**src/rtl/image_streamer.sv**
```systemverilog
// Streams a processed IMG_W x IMG_H RGB frame out of the output image memory in
// raster order on a valid/ready interface, with end-of-frame marker and XOR checksum.
module image_streamer #(
    parameter int IMG_W = 64,
    parameter int IMG_H = 64
) (
    input  logic        clk,
    input  logic        rst_n,
    input  logic        start,
    input  logic [23:0] rd_pix,
    output logic [5:0]  row,
    output logic [5:0]  col,
    output logic        m_valid,
    input  logic        m_ready,
    output logic [23:0] m_data,
    output logic        m_last,
    output logic        busy,
    output logic        done,
    output logic [23:0] checksum
);

    typedef enum logic [1:0] {
        S_IDLE,
        S_STREAM,
        S_DRAIN
    } state_e;

    localparam logic [5:0] ROW_LAST = 6'(IMG_H - 1);
    localparam logic [5:0] COL_LAST = 6'(IMG_W - 1);

    state_e      state_q, state_d;
    logic [5:0]  row_q, row_d;
    logic [5:0]  col_q, col_d;
    logic        valid_q, valid_d;
    logic        last_q, last_d;
    logic [23:0] data_q, data_d;
    logic        done_q, done_d;
    logic [23:0] csum_q, csum_d;

    logic load;
    logic xfer;
    logic at_end;

    // The output register refills whenever it is empty or being emptied this edge,
    // so m_ready only ever reaches register enables, never m_valid itself.
    assign load   = (state_q == S_STREAM) && (!valid_q || m_ready);
    assign xfer   = valid_q && m_ready;
    assign at_end = (row_q == ROW_LAST) && (col_q == COL_LAST);

    // NOTE: every _d gets its hold value first, so no path through the case leaves a latch.
    always_comb begin
        state_d = state_q;
        row_d   = row_q;
        col_d   = col_q;
        valid_d = valid_q;
        last_d  = last_q;
        data_d  = data_q;
        done_d  = done_q;
        csum_d  = csum_q;

        unique case (state_q)
            S_IDLE: begin
                if (start) begin
                    state_d = S_STREAM;
                    row_d   = '0;
                    col_d   = '0;
                    csum_d  = '0;
                    done_d  = 1'b0;
                end
            end
            S_STREAM: begin
                if (xfer) csum_d = csum_q ^ data_q;
                if (load) begin
                    data_d  = rd_pix;
                    valid_d = 1'b1;
                    last_d  = at_end;
                    if (at_end) begin
                        row_d   = '0;
                        col_d   = '0;
                        state_d = S_DRAIN;
                    end else if (col_q == COL_LAST) begin
                        col_d = '0;
                        row_d = row_q + 6'd1;
                    end else begin
                        col_d = col_q + 6'd1;
                    end
                end
            end
            S_DRAIN: begin
                if (xfer && last_q) begin
                    csum_d  = csum_q ^ data_q;
                    valid_d = 1'b0;
                    last_d  = 1'b0;
                    done_d  = 1'b1;
                    state_d = S_IDLE;
                end
            end
            default: state_d = S_IDLE;
        endcase
    end

    // NOTE: state is updated only with non-blocking assignments so every register
    // sees pre-edge values of its neighbours.
    always_ff @(posedge clk or negedge rst_n) begin
        if (!rst_n) begin
            state_q <= S_IDLE;
            row_q   <= '0;
            col_q   <= '0;
            valid_q <= 1'b0;
            last_q  <= 1'b0;
            data_q  <= '0;
            done_q  <= 1'b0;
            csum_q  <= '0;
        end else begin
            state_q <= state_d;
            row_q   <= row_d;
            col_q   <= col_d;
            valid_q <= valid_d;
            last_q  <= last_d;
            data_q  <= data_d;
            done_q  <= done_d;
            csum_q  <= csum_d;
        end
    end

    assign row      = row_q;
    assign col      = col_q;
    assign m_valid  = valid_q;
    assign m_last   = last_q;
    assign m_data   = data_q;
    assign busy     = (state_q != S_IDLE);
    assign done     = done_q;
    assign checksum = csum_q;

endmodule

```
**config.mk**
```make
export PLATFORM = sky130hd
export DESIGN_NAME = image_streamer
export DESIGN_NICKNAME = d
export VERILOG_FILES = /design/src/rtl/image_streamer.sv
export SDC_FILE = /design/constraint.sdc
export NUM_CORES = 1
export LEC_CHECK = 0
export ABC_CLOCK_PERIOD_IN_PS = 5910
export BUFFER_PORTS_ARGS = -buffer_cell sky130_fd_sc_hd__buf_2
export CAP_MARGIN = 0
export CORE_MARGIN = 2
export CORE_UTILIZATION = 25
export DETAILED_ROUTE_END_ITERATION = 6
export HOLD_SLACK_MARGIN = 0.08
export PLACE_DENSITY_LB_ADDON = 0.3
export SLEW_MARGIN = 5
export SYNTH_ARGS = -nofsm -noshare
export SYNTH_HDL_FRONTEND = slang
export SYNTH_SLANG_ARGS = --single-unit
```
**constraint.sdc**
```tcl
create_clock -name clk -period 5.91 [get_ports clk]
set_input_delay 1.182 -clock clk [delete_from_list [all_inputs] [get_ports clk]]
set_output_delay 1.182 -clock clk [all_outputs]
set_load 0.05 [all_outputs]
```
==> summary.txt, run 1 <==
Setup path
  • CP Data Arrival Time: 1400 ps
  • Buf/Inv on CP: 3
  • Slowest CP cell: dfrtp_1
  • Worst Path Required: 4730 ps
  • Setup crit start kind: flop
  • Slowest cell delay on critical path: roughly 380 ps
  • RR Endpoint: row[5]
  • CP Class: reg -> out
  • Critical path cell sequence: inv_1 > ha_1 > inv_1 > buf_2
  • CP Max Fanout: 4
  • Cells on worst reg2reg path: 5
  • Cell mode on critical path: inv_1
  • CP endpoint kind: output pin
  • R2R Setup Slk: 3350 ps
  • Worst r2r src: state_q[1]
  • Family with the most delay on the worst path: buffers and inverters

Synthesis
  • Post-Synth Simple-Gate Area: 0.140
  • Post-synth cell types: 47
  • Largest family of logic cells by synthesized area: compound AO/OA/AOI/OAI gates
  • Yosys Warn Count: 0
  • Yosys reg bits: 65
  • Post-synthesis sequential area ratio: 0.531
  • Synth Flop Type: dfrtp_1
  • Synth Area in Adders: 0.0286
  • Compound-cell area share of the yosys netlist: 0.175
  • Avg Inst Size Synth: 10.2 um^2
  • Synthesized cell area: 3070 um^2
  • Xor/xnor cell area share of the yosys netlist: 0
  • Post-synth EDFFs: 0
  • Syn Nets: roughly 340
  • Ys async rst share: 1.00
  • Synthesized instance count: 302
  • Mux share of post-synthesis cell area: 0.0955

GRT
  • All-Layer GR Usage: 0.124
  • Vias in the first global route: around 2500
  • First-pass GRT wire length: 12500 um
  • Largest net degree at the start of global routing: 66
  • Initial antenna violation count: 0
  • Global route total overflow: 0

Route
  • Drt pass-1 iters: 4
  • DR WL/cell: 13.9 um
  • Routed WL: 7570 um
  • Post-route ant nets: 0
  • # DRC: 0
  • Top Layer Used: met4
  • DR WL met2: 3480 um
  • WL met3: 572 um
  • Via count: 2592
  • Initial DRC count: around 250
  • Met1 Routed Length: 3350 um
  • Via-to-Cell Ratio: 4.76

Final layout
  • Area grow syn2layout: 29.1%
  • Ant diodes: 0
  • Nets: roughly 430
  • Layout cells sized above 1: 0.357

CTS
  • Post-cts resize count: 0
  • Post-CTS setup buffers: 0
  • Worst-Skew Late Latency: about 340 ps
  • Htree depth: 3
  • CTS clk-pin slew, worst paths: 50 ps
  • CTS tree: built
  • CTS buffer count: 9
  • Root buffer cell: clkbuf_16
  • Hold_buf cts: 0
  • Clock Sinks: 65
  • Max Root-Sink Buffers: 2

Min path
  • Hold Path Sink: checksum[6]
  • Hold Crit Class: reg -> reg
  • Hold Path Depth: 1
  • Min-delay src: checksum[6]

STA
  • Slew @ Worst Pin: 1020 ps
  • Total negative setup slack: 0 ps
  • Period minus WS final: 2580 ps
  • Final setup fails: 0
  • Slew HR: 0.317
  • Fmax: 387 MHz
  • Pins Over Slew Limit: 0
  • Final Hold Fails: 0
  • RSZ-0062 raised after global routing: false
  • Final Worst Setup Slack: ~3300 ps
  • Max Clock Skew: 6.54 ps
  • Period utilization: 0.437

Placed design
  • Port Buffers: roughly 90
  • HPWL after DPL: 5110 um
  • Pre-CTS setup slack: about 3000 ps
  • Routability Congestion: 0.762

Die
  • Core area: 12000 um^2
  • Die Span Y: around 110 um
  • Die width: about 110 um
  • Top Ports: 92
  • Initial core utilization: 0.255
  • Num rows: 40
  • Die area: 13200 um^2

Job
  • Maxcap violations: 0

Outcome
  • Status: finished clean
==> cell type report <==
type,instances,area [um^2]
tap,147,184
clock buffer,10,229
sequential,65,1630
timing repair buffer,93,470
multi-input combinational,216,1360
fill,1226,8050
inverter,9,33.8
clock inverter,5,57.6
==> metrics by stage <==
stage / hold slack [ps] / utilization / cells / instance area, um^2
floorplan: 516 / - / 302 / 3070
global placement: 450 / 0.306 / 530 / 3670
detailed placement: 454 / 0.306 / 530 / 3670
CTS: 465 / 0.329 / 545 / 3960
global route: 486 / 0.329 / 545 / 3960
finish: 468 / 0.329 / 545 / 3960
==> layout by cell type (no fill, tap or decap), types with 2 or more instances in the layout <==
| cell | n |
|---|---|
| a22oi_1 | 2 |
| buf_4 | 2 |
| and2_1 | 2 |
| nand3_1 | 7 |
| inv_1 | 8 |
| buf_2 | 91 |
| clkbuf_16 | 9 |
| o21ai_0 | 54 |
| clkinvlp_4 | 3 |
| a2bb2oi_1 | 3 |
| or4_1 | 3 |
| nand2_1 | 36 |
| ha_1 | 7 |
| o21ai_1 | 6 |
| mux2_2 | 25 |
| nand2b_1 | 3 |
| a21oi_1 | 3 |
| o31ai_1 | 3 |
| and3_1 | 4 |
| nor2_1 | 30 |
| dfrtp_1 | 65 |
| a22o_1 | 3 |
==> registers in the layout, summed over array words and instances (netlist names) <==
| name | count |
|---|---|
| checksum | 24 |
| col | 6 |
| row | 6 |
| m_data | 24 |
| state_q | 2 |
| done | 1 |
| m_last | 1 |
| m_valid | 1 |
==> worst max path at each step <==
stage	startpoint	end	slack, ps	cells after the start
2_1_floorplan	start	col[5]	3580	5
3_3_place_gp	start	checksum[2]	3140	5
3_5_place_dp	start	checksum[4]	3040	5
4_1_cts	state_q[0]	busy	3300	4
5_1_grt	state_q[1]	checksum[4]	3100	6
6_report	state_q[0]	busy	3330	4
==> logic make-up after synthesis <==
group	after synthesis
compound gates	89
flops	65
simple gates	94
mux	26
fa+ha+maj	7
buf+inv	21
==> metal layers <==
metal  up-vias  global-route usage
met5         -                   0
met4         0              0.0667
met3        13              0.0538
met2        90               0.188
met1      1229               0.150
li1       1260                   -
==> Yosys cell counts, types with 2 or more instances <==
cell	instances	share of area
and3_1	4	0.0082
a22o_1	3	0.0086
a21oi_1	3	0.0049
nand2_1	36	0.044
mux2_2	25	0.092
o31ai_1	3	0.0073
nand2b_1	3	0.0061
inv_1	8	0.0098
and2_1	2	0.0041
a22oi_1	2	0.0049
o21ai_0	54	0.088
clkbuf_1	5	0.0061
nand3_1	7	0.011
buf_2	5	0.0082
ha_1	7	0.029
or4_1	3	0.0073
a2bb2oi_1	3	0.0086
o21ai_1	7	0.011
nor2_1	30	0.037
dfrtp_1	65	0.53
Power of run 1 is left out: the tool's default activity adds up to more than one toggle a clock period on the data nets, which glitch-free logic cannot reach.
==> run 2: changes to the inputs <==
--- a/config.mk
+++ b/config.mk
@@ -5,7 +5,7 @@
 export SDC_FILE = /design/constraint.sdc
 export NUM_CORES = 1
 export LEC_CHECK = 0
-export ABC_CLOCK_PERIOD_IN_PS = 5910
+export ABC_CLOCK_PERIOD_IN_PS = 2500
 export BUFFER_PORTS_ARGS = -buffer_cell sky130_fd_sc_hd__buf_2
 export CAP_MARGIN = 0
 export CORE_MARGIN = 2
==> constraint.sdc (replaced) <==
create_clock -name clk -period 2.5 [get_ports clk]
set_input_delay 0.5 -clock clk [delete_from_list [all_inputs] [get_ports clk]]
set_output_delay 0.5 -clock clk [all_outputs]
set_load 0.05 [all_outputs]
==> summary.txt, run 2 (synthesis results as in run 1) <==
Setup path
  • Slowest cell delay on critical path: 830 ps
  • CP endpoint kind: flop
  • CP Data Arrival Time: 2450 ps
  • CP Max Fanout: 24
  • CP Class: reg -> reg
  • Critical path cell sequence: inv_1 > ha_1 > nand2b_1 > o2111a_1 > nand2_1 > o21ai_0
  • Worst Path Required: around 2700 ps
  • Setup crit start kind: flop
  • Slowest CP cell: o2111a_1

CTS
  • Root buffer cell: clkbuf_16
  • Hold_buf cts: 0
  • CTS tree: built
  • Clock Sinks: 65
  • Max Root-Sink Buffers: 2
  • Post-CTS setup buffers: 0
  • Worst-Skew Late Latency: 330 ps
  • Post-cts resize count: 0
  • CTS clk-pin slew, worst paths: 60 ps
  • CTS buffer count: 9
  • Htree depth: 3

STA
  • Fmax: 453 MHz
  • Period minus WS final: 2210 ps
  • Max Clock Skew: 7.95 ps
  • Period utilization: 0.884
  • Pins Over Slew Limit: 0
  • Slew @ Worst Pin: 902 ps
  • Final Hold Fails: 0
  • Final setup fails: 0
  • Total negative setup slack: 0 ps
  • RSZ-0062 raised after global routing: false
  • Slew HR: 0.399

Die
  • Die area: 13200 um^2
  • Die width: approximately 110 um
  • Top Ports: 92
  • Num rows: 40
  • Core area: 12000 um^2
  • Die Span Y: 115 um
  • Initial core utilization: 0.255

Final layout
  • Ant diodes: 0
  • Area grow syn2layout: 32.6%
  • Highest-count cells in the layout ignoring fill and taps: buf_2 (91), dfrtp_1 (65), o21ai_0 (54)
  • Finished Layout Cells: between 500 and 600
  • Nets: 436
  • Layout fillers: 1248
  • Layout cells sized above 1: 0.370
  • Most common library cell in the layout ignoring fill and taps: buf_2

Route
  • # DRC: 0
  • Drt pass-1 iters: 4
  • Via count: approximately 2600
  • Initial DRC count: 132
  • Routed WL: between 7000 and 8000 um
  • Via-to-Cell Ratio: between 4 and 5
  • Post-route ant nets: 0
  • DR WL/cell: 13.8 um

Placed design
  • Routability Congestion: around 0.78
  • Port Buffers: just over 90
  • HPWL after DPL: 5450 um
  • Placed cell count: 537

Outcome
  • Status: finished clean

GRT
  • Gr busiest metal: met2
  • All-Layer GR Usage: 0.121
  • GR Layer Usage met1: 0.152
  • GRT met3 Usage: 0.0438
  • Initial antenna violation count: 0
  • First-pass GRT wire length: ~12000 um
  • Global route total overflow: 0
  • Vias in the first global route: 2512
  • Largest net degree at the start of global routing: 29
  • Routing usage on met2: 0.194

Job
  • Maxcap violations: 0

Min path
  • Hold Crit Class: in -> async
run 2: worst paths after layout:
kind                              from            to  slack [ps]  cells after the start
max                         state_q[0]  checksum[21]         290                      6
max reg2reg                 state_q[0]  checksum[21]         290                      6
max in group asynchronous        rst_n    m_data[20]        1720                      2
min                              rst_n        col[3]          90                      1
min in group clk             rd_pix[9]     m_data[9]         400                      2
min reg2reg                checksum[6]   checksum[6]         470                      1
run 2: final cells by class:
| cell class | instances | area, um^2 | share of cell area |
|---|---|---|---|
| Clock buffer | 9 | 225 | 0.0554 |
| Multi-Input combinational cell | 216 | 1360 | 0.334 |
| Inverter | 9 | 33.8 | 0.00831 |
| Sequential cell | 65 | 1630 | 0.400 |
| Timing Repair Buffer | 100 | 523 | 0.129 |
| Clock inverter | 6 | 115 | 0.0283 |
| Tap cell | 147 | 184 | 0.0453 |
run 2: worst max-delay path, delay by kind of cell, from the launching register on:
kind	cells	cell delay, ps
AO/OA/AOI/OAI	2	1020
adder cells (fa/ha/maj)	1	260
buffers and inverters	1	90
flip-flops	1	380
AND/OR/NAND/NOR	2	350
run 2: stage by stage:
stage           util  worst slack (ps)  cell area (um^2)  hold slack, ps
6_report       0.338               291              4060            86.1
5_1_grt        0.338              18.0              4060             104
4_1_cts        0.338               262              4060            89.1
3_5_place_dp   0.310               264              3720             444
3_3_place_gp   0.310               366              3720             445
2_1_floorplan      -               245              3070             204
run 2: per-layer routing:
| layer | part of all wire | wire length [um] |
|---|---|---|
| met3 | 0.060 | 460 |
| met4 | 0.011 | 87 |
| met1 | 0.46 | 3480 |
| met2 | 0.47 | 3590 |
| met5 | 0 | 0 |
Power of run 2 is left out for the same reason.
